$ cat src/rtl/mmio_bridge_pkg.sv
// Shared definitions for the data-memory / MMIO bridge: FSM state encoding,
// default error read-back word, region decode value and channel-index sizing.
package mmio_bridge_pkg;

  typedef enum logic [1:0] {
    ST_IDLE = 2'd0,
    ST_WAIT = 2'd1,
    ST_DONE = 2'd2
  } bridge_state_t;

  // Word handed back to the processor when a peripheral never answers.
  localparam logic [31:0] ERR_VALUE_DEFAULT = 32'hDEAD_BEEF;

  // Value of the region-select address bit that routes to the peripherals.
  localparam logic REGION_MMIO = 1'b1;

  // Width of the channel-index field; a single channel still gets one bit
  // so the index signals never collapse to zero width.
  function automatic int ch_idx_width(input int n_ch);
    return (n_ch > 1) ? $clog2(n_ch) : 1;
  endfunction

endpackage

$ cat src/rtl/mmio_timeout_ctr.sv
// Wait-cycle counter for peripheral accesses. Cleared when a request is
// launched, counts while enabled and flags the last permitted wait cycle.
module mmio_timeout_ctr #(
  parameter int TIMEOUT = 255
) (
  input  logic clock,
  input  logic reset,
  input  logic clr,
  input  logic en,
  output logic tc
);

  localparam int CNT_W = (TIMEOUT > 1) ? $clog2(TIMEOUT) : 1;
  localparam logic [CNT_W-1:0] LAST = CNT_W'(TIMEOUT - 1);

  logic [CNT_W-1:0] count;

  // Count up while waiting, holding at the terminal value so it never wraps.
  always_ff @(posedge clock or negedge reset) begin
    if (!reset) begin
      count <= '0;
    end else if (clr) begin
      count <= '0;
    end else if (en && (count != LAST)) begin
      count <= count + CNT_W'(1);
    end
  end

  assign tc = (count == LAST);

endmodule

$ cat src/rtl/mmio_dmem_bridge.sv
// Data-port bridge splitting the processor address space into synchronous
// RAM and N_CH handshaked peripheral channels. Peripheral accesses stall the
// processor until the channel acks or the wait budget runs out, in which case
// an error word is returned and err_sticky is raised.
// Build option: define MMIO_WRITE_POST_EN to post MMIO writes into a
// one-entry buffer so the processor is not stalled by them.
module mmio_dmem_bridge
  import mmio_bridge_pkg::*;
#(
  parameter int ADDR_W   = 12,
  parameter int DATA_W   = 32,
  parameter int MMIO_BIT = 16,
  parameter int N_CH     = 4,
  parameter int REG_W    = 4,
  parameter int TIMEOUT  = 255,
  parameter logic [DATA_W-1:0] ERR_VALUE = DATA_W'(ERR_VALUE_DEFAULT)
) (
  input  logic                   clock,
  input  logic                   reset,
  input  logic [31:0]            cpu_addr,
  input  logic [DATA_W-1:0]      cpu_wdata,
  input  logic                   cpu_we,
  input  logic                   cpu_re,
  output logic [DATA_W-1:0]      cpu_rdata,
  output logic                   cpu_stall,
  output logic [ADDR_W-1:0]      ram_addr,
  output logic                   ram_we,
  output logic [DATA_W-1:0]      ram_wdata,
  input  logic [DATA_W-1:0]      ram_rdata,
  output logic [N_CH-1:0]        per_req,
  output logic                   per_we,
  output logic [REG_W-1:0]       per_addr,
  output logic [DATA_W-1:0]      per_wdata,
  input  logic [N_CH*DATA_W-1:0] per_rdata,
  input  logic [N_CH-1:0]        per_ack,
  output logic                   err_sticky,
  input  logic                   err_clr
);

  localparam int CH_W = ch_idx_width(N_CH);

  bridge_state_t     state;
  logic              mmio;
  logic              access;
  logic              launch;
  logic              post_now;
  logic              posted_q;
  logic              ack_hit;
  logic              tc;
  logic              timeout_hit;
  logic [CH_W-1:0]   ch_sel;
  logic [CH_W-1:0]   ch_q;
  logic [REG_W-1:0]  reg_sel;
  logic [DATA_W-1:0] rdata_q;
  logic              unused_addr;

  assign mmio        = (cpu_addr[MMIO_BIT] == REGION_MMIO);
  assign access      = cpu_re | cpu_we;
  assign ch_sel      = (N_CH > 1) ? cpu_addr[REG_W +: CH_W] : '0;
  assign reg_sel     = cpu_addr[REG_W-1:0];
  assign launch      = (state == ST_IDLE) & access & mmio;
  assign ack_hit     = per_ack[ch_q];
  assign timeout_hit = (state == ST_WAIT) & tc & ~ack_hit;
  assign unused_addr = ^cpu_addr;

`ifdef MMIO_WRITE_POST_EN
  assign post_now = cpu_we;
`else
  assign post_now = 1'b0;
`endif

  assign ram_addr  = cpu_addr[ADDR_W-1:0];
  assign ram_wdata = cpu_wdata;
  assign ram_we    = cpu_we & ~mmio & ~cpu_stall;
  assign cpu_rdata = (state == ST_DONE) ? rdata_q : ram_rdata;

  mmio_timeout_ctr #(
    .TIMEOUT(TIMEOUT)
  ) u_timeout (
    .clock(clock),
    .reset(reset),
    .clr  (launch),
    .en   (state == ST_WAIT),
    .tc   (tc)
  );

  // Stall while a blocking peripheral access is being launched or is in flight;
  // a posted write only holds back a further MMIO access behind it.
  always_comb begin
    cpu_stall = 1'b0;
    case (state)
      ST_IDLE: cpu_stall = access & mmio & ~post_now;
      ST_WAIT: cpu_stall = posted_q ? (access & mmio) : 1'b1;
      default: cpu_stall = 1'b0;
    endcase
  end

  // Request sequencer: latch the access, hold the one-hot request until ack or
  // timeout, then present the captured data for one cycle.
  always_ff @(posedge clock or negedge reset) begin
    if (!reset) begin
      state     <= ST_IDLE;
      per_req   <= '0;
      per_we    <= 1'b0;
      per_addr  <= '0;
      per_wdata <= '0;
      ch_q      <= '0;
      rdata_q   <= '0;
      posted_q  <= 1'b0;
    end else begin
      case (state)
        ST_IDLE: begin
          if (launch) begin
            ch_q      <= ch_sel;
            per_addr  <= reg_sel;
            per_wdata <= cpu_wdata;
            per_we    <= cpu_we;
            per_req   <= N_CH'(1) << ch_sel;
            posted_q  <= post_now;
            state     <= ST_WAIT;
          end
        end
        ST_WAIT: begin
          if (ack_hit) begin
            per_req <= '0;
            if (posted_q) begin
              state <= ST_IDLE;
            end else begin
              rdata_q <= per_rdata[ch_q*DATA_W +: DATA_W];
              state   <= ST_DONE;
            end
          end else if (tc) begin
            per_req <= '0;
            if (posted_q) begin
              state <= ST_IDLE;
            end else begin
              rdata_q <= ERR_VALUE;
              state   <= ST_DONE;
            end
          end
        end
        ST_DONE: begin
          state <= ST_IDLE;
        end
        default: begin
          state   <= ST_IDLE;
          per_req <= '0;
        end
      endcase
    end
  end

  // Sticky timeout flag; a timeout in the same cycle as a clear keeps it set.
  always_ff @(posedge clock or negedge reset) begin
    if (!reset) begin
      err_sticky <= 1'b0;
    end else if (timeout_hit) begin
      err_sticky <= 1'b1;
    end else if (err_clr) begin
      err_sticky <= 1'b0;
    end
  end

endmodule

$ cat config.mk
export PLATFORM = sky130hd
export DESIGN_NAME = mmio_dmem_bridge
export DESIGN_NICKNAME = d
export VERILOG_FILES = /design/src/rtl/mmio_bridge_pkg.sv /design/src/rtl/mmio_timeout_ctr.sv /design/src/rtl/mmio_dmem_bridge.sv
export SDC_FILE = /design/constraint.sdc
export NUM_CORES = 1
export LEC_CHECK = 0
export BUFFER_PORTS_ARGS = -buffer_cell sky130_fd_sc_hd__buf_2
export CELL_PAD_IN_SITES_DETAIL_PLACEMENT = 2
export CELL_PAD_IN_SITES_GLOBAL_PLACEMENT = 2
export CORE_ASPECT_RATIO = 1.4
export CORE_MARGIN = 2
export CORE_UTILIZATION = 25
export CTS_BUF_LIST = sky130_fd_sc_hd__clkbuf_4
export CTS_CLUSTER_DIAMETER = 120
export DETAILED_ROUTE_END_ITERATION = 6
export PLACE_DENSITY = 0.89
export SETUP_SLACK_MARGIN = 0.2
export SLEW_MARGIN = 20
export SYNTH_ARGS = -nofsm -noshare
export SYNTH_HDL_FRONTEND = slang
export SYNTH_SLANG_ARGS = --single-unit
export TNS_END_PERCENT = 100
$ cat constraint.sdc
create_clock -name clock -period 3.74 [get_ports clock]
set_clock_uncertainty 0.1 [all_clocks]
set_input_delay 0.748 -clock clock [delete_from_list [all_inputs] [get_ports clock]]
set_output_delay 0.748 -clock clock [all_outputs]
set_load 0.02 [all_outputs]
Word level (Yosys, flattened, before mapping)
Cells that the tools add are included.

Add/subtract/negate cells: 1. Reductions and logical operators: 9. Bitwise logic cells: 12. Equal/unequal tests: 6. Shift-type cells: 2. Multiplexer cells: 18. $lt $le $gt $ge: 1.

Operator list (number): $shiftx 128x8->32 (1); $mux 32 (3); $mux 8 (2); $mux 4 (3); $pmux 4 s3 (1); $add 8x1->8 const B (1); $eq 8x8->1 const B (1); $ne 8x8->1 const B (1); $and 1x1->1 (7); $mux 2 (3); $reduce_and 2->1 (3); $reduce_bool 2->1 (3); $not 1->1 (4); $pmux 2 s2 (1); $shl 1x2->4 const A (1); $lt 2x3->1 const B (1); $mux 1 (3); $ne 3x3->1 const B (1); $reduce_and 3->1 (1); $bmux 1 s2 (1); $eq 2x1->1 const B (1); $eq 2x2->1 const B (1); $logic_not 2->1 (1); $ne 2x2->1 const B (1); 3 further kinds (3).

Bits in registers: 86. Logic and storage cells: 58. Output and inout port bits: 120. Bits of input ports: 233.

Depth between registers and ports, before layout
Word-level depth: 5. Gate-level depth with buffers: 9. Mapped depth without buffers: 7.

Hierarchy
A second synthesis with hierarchy kept.

Cells, all modules: 366. Area total of the unflattened synthesis: 4914.7 um2.

By module, submodules not included: mmio_dmem_bridge (seq. area each 1951.9 um2, area each 4419.2 um2, instances 1, cells each 313); mmio_timeout_ctr (seq. area each 200.2 um2, area each 495.5 um2, instances 1, cells each 53).

Least setup slack after synthesis
Ideal clock, no wire load.

Path kind: in2reg. From: input per_ack[3]. To: register rdata_q[10]. Slack: 1.362 ns. Required time: 3.519 ns. Library setup time: 0.121 ns. Data arrival time: 2.157 ns. Path buffers: 2. Stages: 7. Cell sequence: mux4_2 and2_4 buf_6 a21oi_4 inv_4 buf_6 o22a_1.

Longest elaborated chain between the ends: 4. Elaborated cells on any way between the ends: 5. Those cells by class: mux (3); reduce/logical (2).

RTL lines: from (decl) (RTL line mmio_dmem_bridge.sv:35) `input logic [N_CH-1:0] per_ack,`; $bmux 1 s2 * (RTL line mmio_dmem_bridge.sv:62) `assign ack_hit = per_ack[ch_q];`; $mux 1 (not written as such) * (RTL line mmio_dmem_bridge.sv:62); $reduce_bool 2->1 (no source line); $reduce_and 2->1 (no source line); to (signal assigned) (RTL line mmio_dmem_bridge.sv:129) `rdata_q <= per_rdata[ch_q*DATA_W +: DATA_W];`; to (decl) (RTL line mmio_dmem_bridge.sv:54) `logic [DATA_W-1:0] rdata_q;`.

Mark *: on every way between the ends. The rest lies on a longest branch, timed or not. The select of a mux whose other input is x is not followed. A chain may end at the register's enable or synchronous reset.

Worst setup path after layout
From: register state[0]. To: output cpu_rdata[30].

Longest elaborated chain between the ends: 2.

RTL lines: from (decl) (RTL line mmio_dmem_bridge.sv:42) `bridge_state_t state;`; from (signal assigned) (RTL line mmio_dmem_bridge.sv:102) `state <= ST_IDLE;`; from (signal assigned) (RTL line mmio_dmem_bridge.sv:120) `state <= ST_WAIT;`; from (signal assigned) (RTL line mmio_dmem_bridge.sv:127) `state <= ST_IDLE;`; $eq 2x2->1 (RTL line mmio_dmem_bridge.sv:75) `assign cpu_rdata = (state == ST_DONE) ? rdata_q : ram_rdata;`; $mux 32 (RTL line mmio_dmem_bridge.sv:75); to (decl) (RTL line mmio_dmem_bridge.sv:24) `output logic [DATA_W-1:0] cpu_rdata,`.

No other way between the ends.

==> impl_metrics.py <==
metrics = {
    "timing": {
        "relSlewSlack": 0.433,
        "drv_slew": 0,
        "fin_hold_ws_ns": 0.304,
        "setup_tns_ns": 0,
        "hold_violations": 0,
        "max_freq_mhz": 324,
        "fin_crit_sh": 0.825,
        "tightest_slew_ns": 0.850,
        "post-route-min-period_ns": 3.08,
        "final-setup-viol-count": 0,
        "rsz0062_at_grt": "false",
    },
    "die": {
        "ios": 353,
        "die_h_um": 169,
        "row_count": 60,
        "die_area_sq_um": 20600,
        "initial_utilization": 0.254,
        "coreArea_sq_um": 19100,
        "die_w_um": 122,
    },
    "yosys": {
        "synth_cells": 355,
        "ys_async_sr_fraction": 1.00,
        "synth_seq_cells": 86,
        "synth_edf_count": 0,
        "netlist.area_leader.share": 0.442,
        "synth_area_sq_um": 4860,
        "ys_warn_count": 0,
        "yosysMostFrequentCell": "dfrtp_1",
        "synth.area.top_cells": "dfrtp_1 (44%), mux2_2 (16%), mux4_2 (15%)",
        "ys_seq_area_frac": 0.442,
        "synth_nets": 590,
        "dominantRegCellSynth": "dfrtp_1",
        "synth_cell_types": 38,
        "syn_avg_cell_area_sq_um": 13.7,
        "synth_top_area_cell": "dfrtp_1",
        "synthTopCellsByCount": "dfrtp_1 (86), mux2_2 (71), buf_4 (44), mux4_2 (33), o22a_1 (24)",
    },
    "critical_path": {
        "endpoint_kind": "output pin",
        "startpoint_type": "register",
        "critPathKind": "register to output pin",
        "path_max_fanout": 32,
        "worst_ep_arrival_time_ns": 2.24,
        "required_ns": 2.89,
    },
    "clocking": {
        "clk_pin_slew_worst_paths_ns": 0.15,
        "clkLatencyLatePin_ns": 0.44,
        "cts_hold_buf": 0,
        "htreeDepth": 3,
        "cts_resized": 0,
        "numCtsBuffers": 9,
        "cts_setup_buffers": 0,
        "cts.sinks": 86,
        "root_buffer": "clkbuf_4",
        "cts_tree": "built",
        "clk_path_buf_depth": 2,
    },
    "cells_and_area": {
        "drive_above_1_share": 0.717,
        "nNetsFinal": 865,
        "area_growth_pct": 34.3,
        "final_cells": 884,
    },
    "power": {
        "pwr-share-seq": 0.342,
        "internal-power_mw": 2.75,
        "swShare": 0.422,
        "total_power_mw": 4.76,
        "vdd_drop_max_mv": 0.203,
        "power_leakage_nw": 3.14,
        "switchingPower_mw": 2.01,
        "power_density_nw_per_um2": 728,
        "pwr-share-comb": 0.551,
        "clkPwrFrac": 0.107,
    },
    "hold_path": {
        "hold_path_class": "primary input to asynchronous set/reset pin",
    },
    "placement": {
        "dp_cells": 867,
        "place.gp.congestion": 0.775,
        "portBuffers": 321,
        "dp_hpwl_mm": 14.1,
    },
    "grt": {
        "grt_max_degree": 66,
        "grt_overflow": 0,
        "antenna_found_initial": 1,
        "first_global_vias": 4744,
        "track_usage": 0.166,
        "grt_first_pass_wirelength_mm": 25.9,
    },
    "routing": {
        "routedWlPerCell_um": 19.4,
        "wirelength_mm": 17.1,
        "via_count": 4155,
        "drc": 0,
        "drtPass1Iterations": 4,
        "ant_nets": 0,
        "drt_iter0_markers": 56,
        "drt-vias-per-instance": 4.70,
    },
    "run_status": {
        "status": "finished, final reports clean",
    },
    "flow_run": {
        "cap_violations": 0,
    },
}
## path summary, 6_finish.rpt
check,from,to,slack (ns),cells past startpoint
min,reset,per_wdata[20]$_DFFE_PN0P_,0.30,1
max,state[0]$_DFFE_PN0P_,cpu_rdata[30],0.66,5
max reg2reg,ch_q[0]$_DFFE_PN0P_,rdata_q[0]$_DFFE_PN0P_,1.57,5
max in group asynchronous,reset,per_wdata[24]$_DFFE_PN0P_,2.53,2
min reg2reg,rdata_q[26]$_DFFE_PN0P_,rdata_q[26]$_DFFE_PN0P_,0.41,1
min in group clock,err_clr,err_sticky$_DFFE_PN0P_,0.40,2
## sequential cells by signal (all words and copies together), names as in the netlist
| signal | cells |
|---|---|
| per_wdata | 32 |
| err_sticky | 1 |
| ch_q | 2 |
| u_timeout.count | 8 |
| rdata_q | 32 |
| state | 2 |
| per_addr | 4 |
| per_we | 1 |
| per_req | 4 |
## through the flow
stage	utilization	instance area, sq um	setup WS, ns
5_1_grt	0.341	6530	0.490
6_report	0.341	6530	0.656
4_1_cts	0.341	6530	0.584
3_3_place_gp	0.335	6410	1.09
3_5_place_dp	0.335	6410	1.06
2_1_floorplan	-	4860	1.36
## power groups by stage
stage	Combinational, mW	Sequential (mW)	Clock [mW]
5_1_grt	2.83	1.69	0.586
4_1_cts	2.69	1.63	0.552
3_3_place_gp	2.57	1.62	0
2_1_floorplan	1.64	1.85	0
6_report	2.62	1.63	0.511
3_5_place_dp	2.68	1.66	0
## placed cells by master, fill, tap and decap left out, types with 8 or more instances in the layout
cell      count
buf_2       320
mux4_2       33
a22o_1        8
buf_4        10
o22a_1       24
nor2_1       11
dfrtp_1      85
clkbuf_4     10
mux2_2       71
## worst max-delay path, cell delays in order (launching register included)
cell	delay, ns
dfrtp_1	0.56
inv_1	0.12
nand2_1	0.09
buf_4	0.43
mux2_2	0.42
buf_2	0.17
## metal layers
layer	track usage	part of all wire
met2	0.329	0.57
met3	0.0398	0.069
met4	0.0465	0.015
met1	0.170	0.34
met5	0	0
## final cells by class
type / count / area (sq um)
clock buffer: 10 / 75.1
tap: 248 / 310
timing repair buffer: 330 / 1680
antenna: 1 / 2.50
fill: 2140 / 12600
sequential: 86 / 2150
clock inverter: 6 / 45.0
multi-input combinational: 199 / 2250
inverter: 4 / 17.5
## kinds of logic (layout without fill, tap and decap cells)
family          Yosys count  in the layout  synth area share
compound gates           50             50            0.0856
xor+xnor                  6              6            0.0108
fa+ha+maj                 2              2           0.00514
buf+inv                  70            350            0.0954
flops                    86             86             0.442
mux                     108            108             0.325
other cells               0              1                 0
simple gates             33             33            0.0352
(Power assumes the default switching activity.)
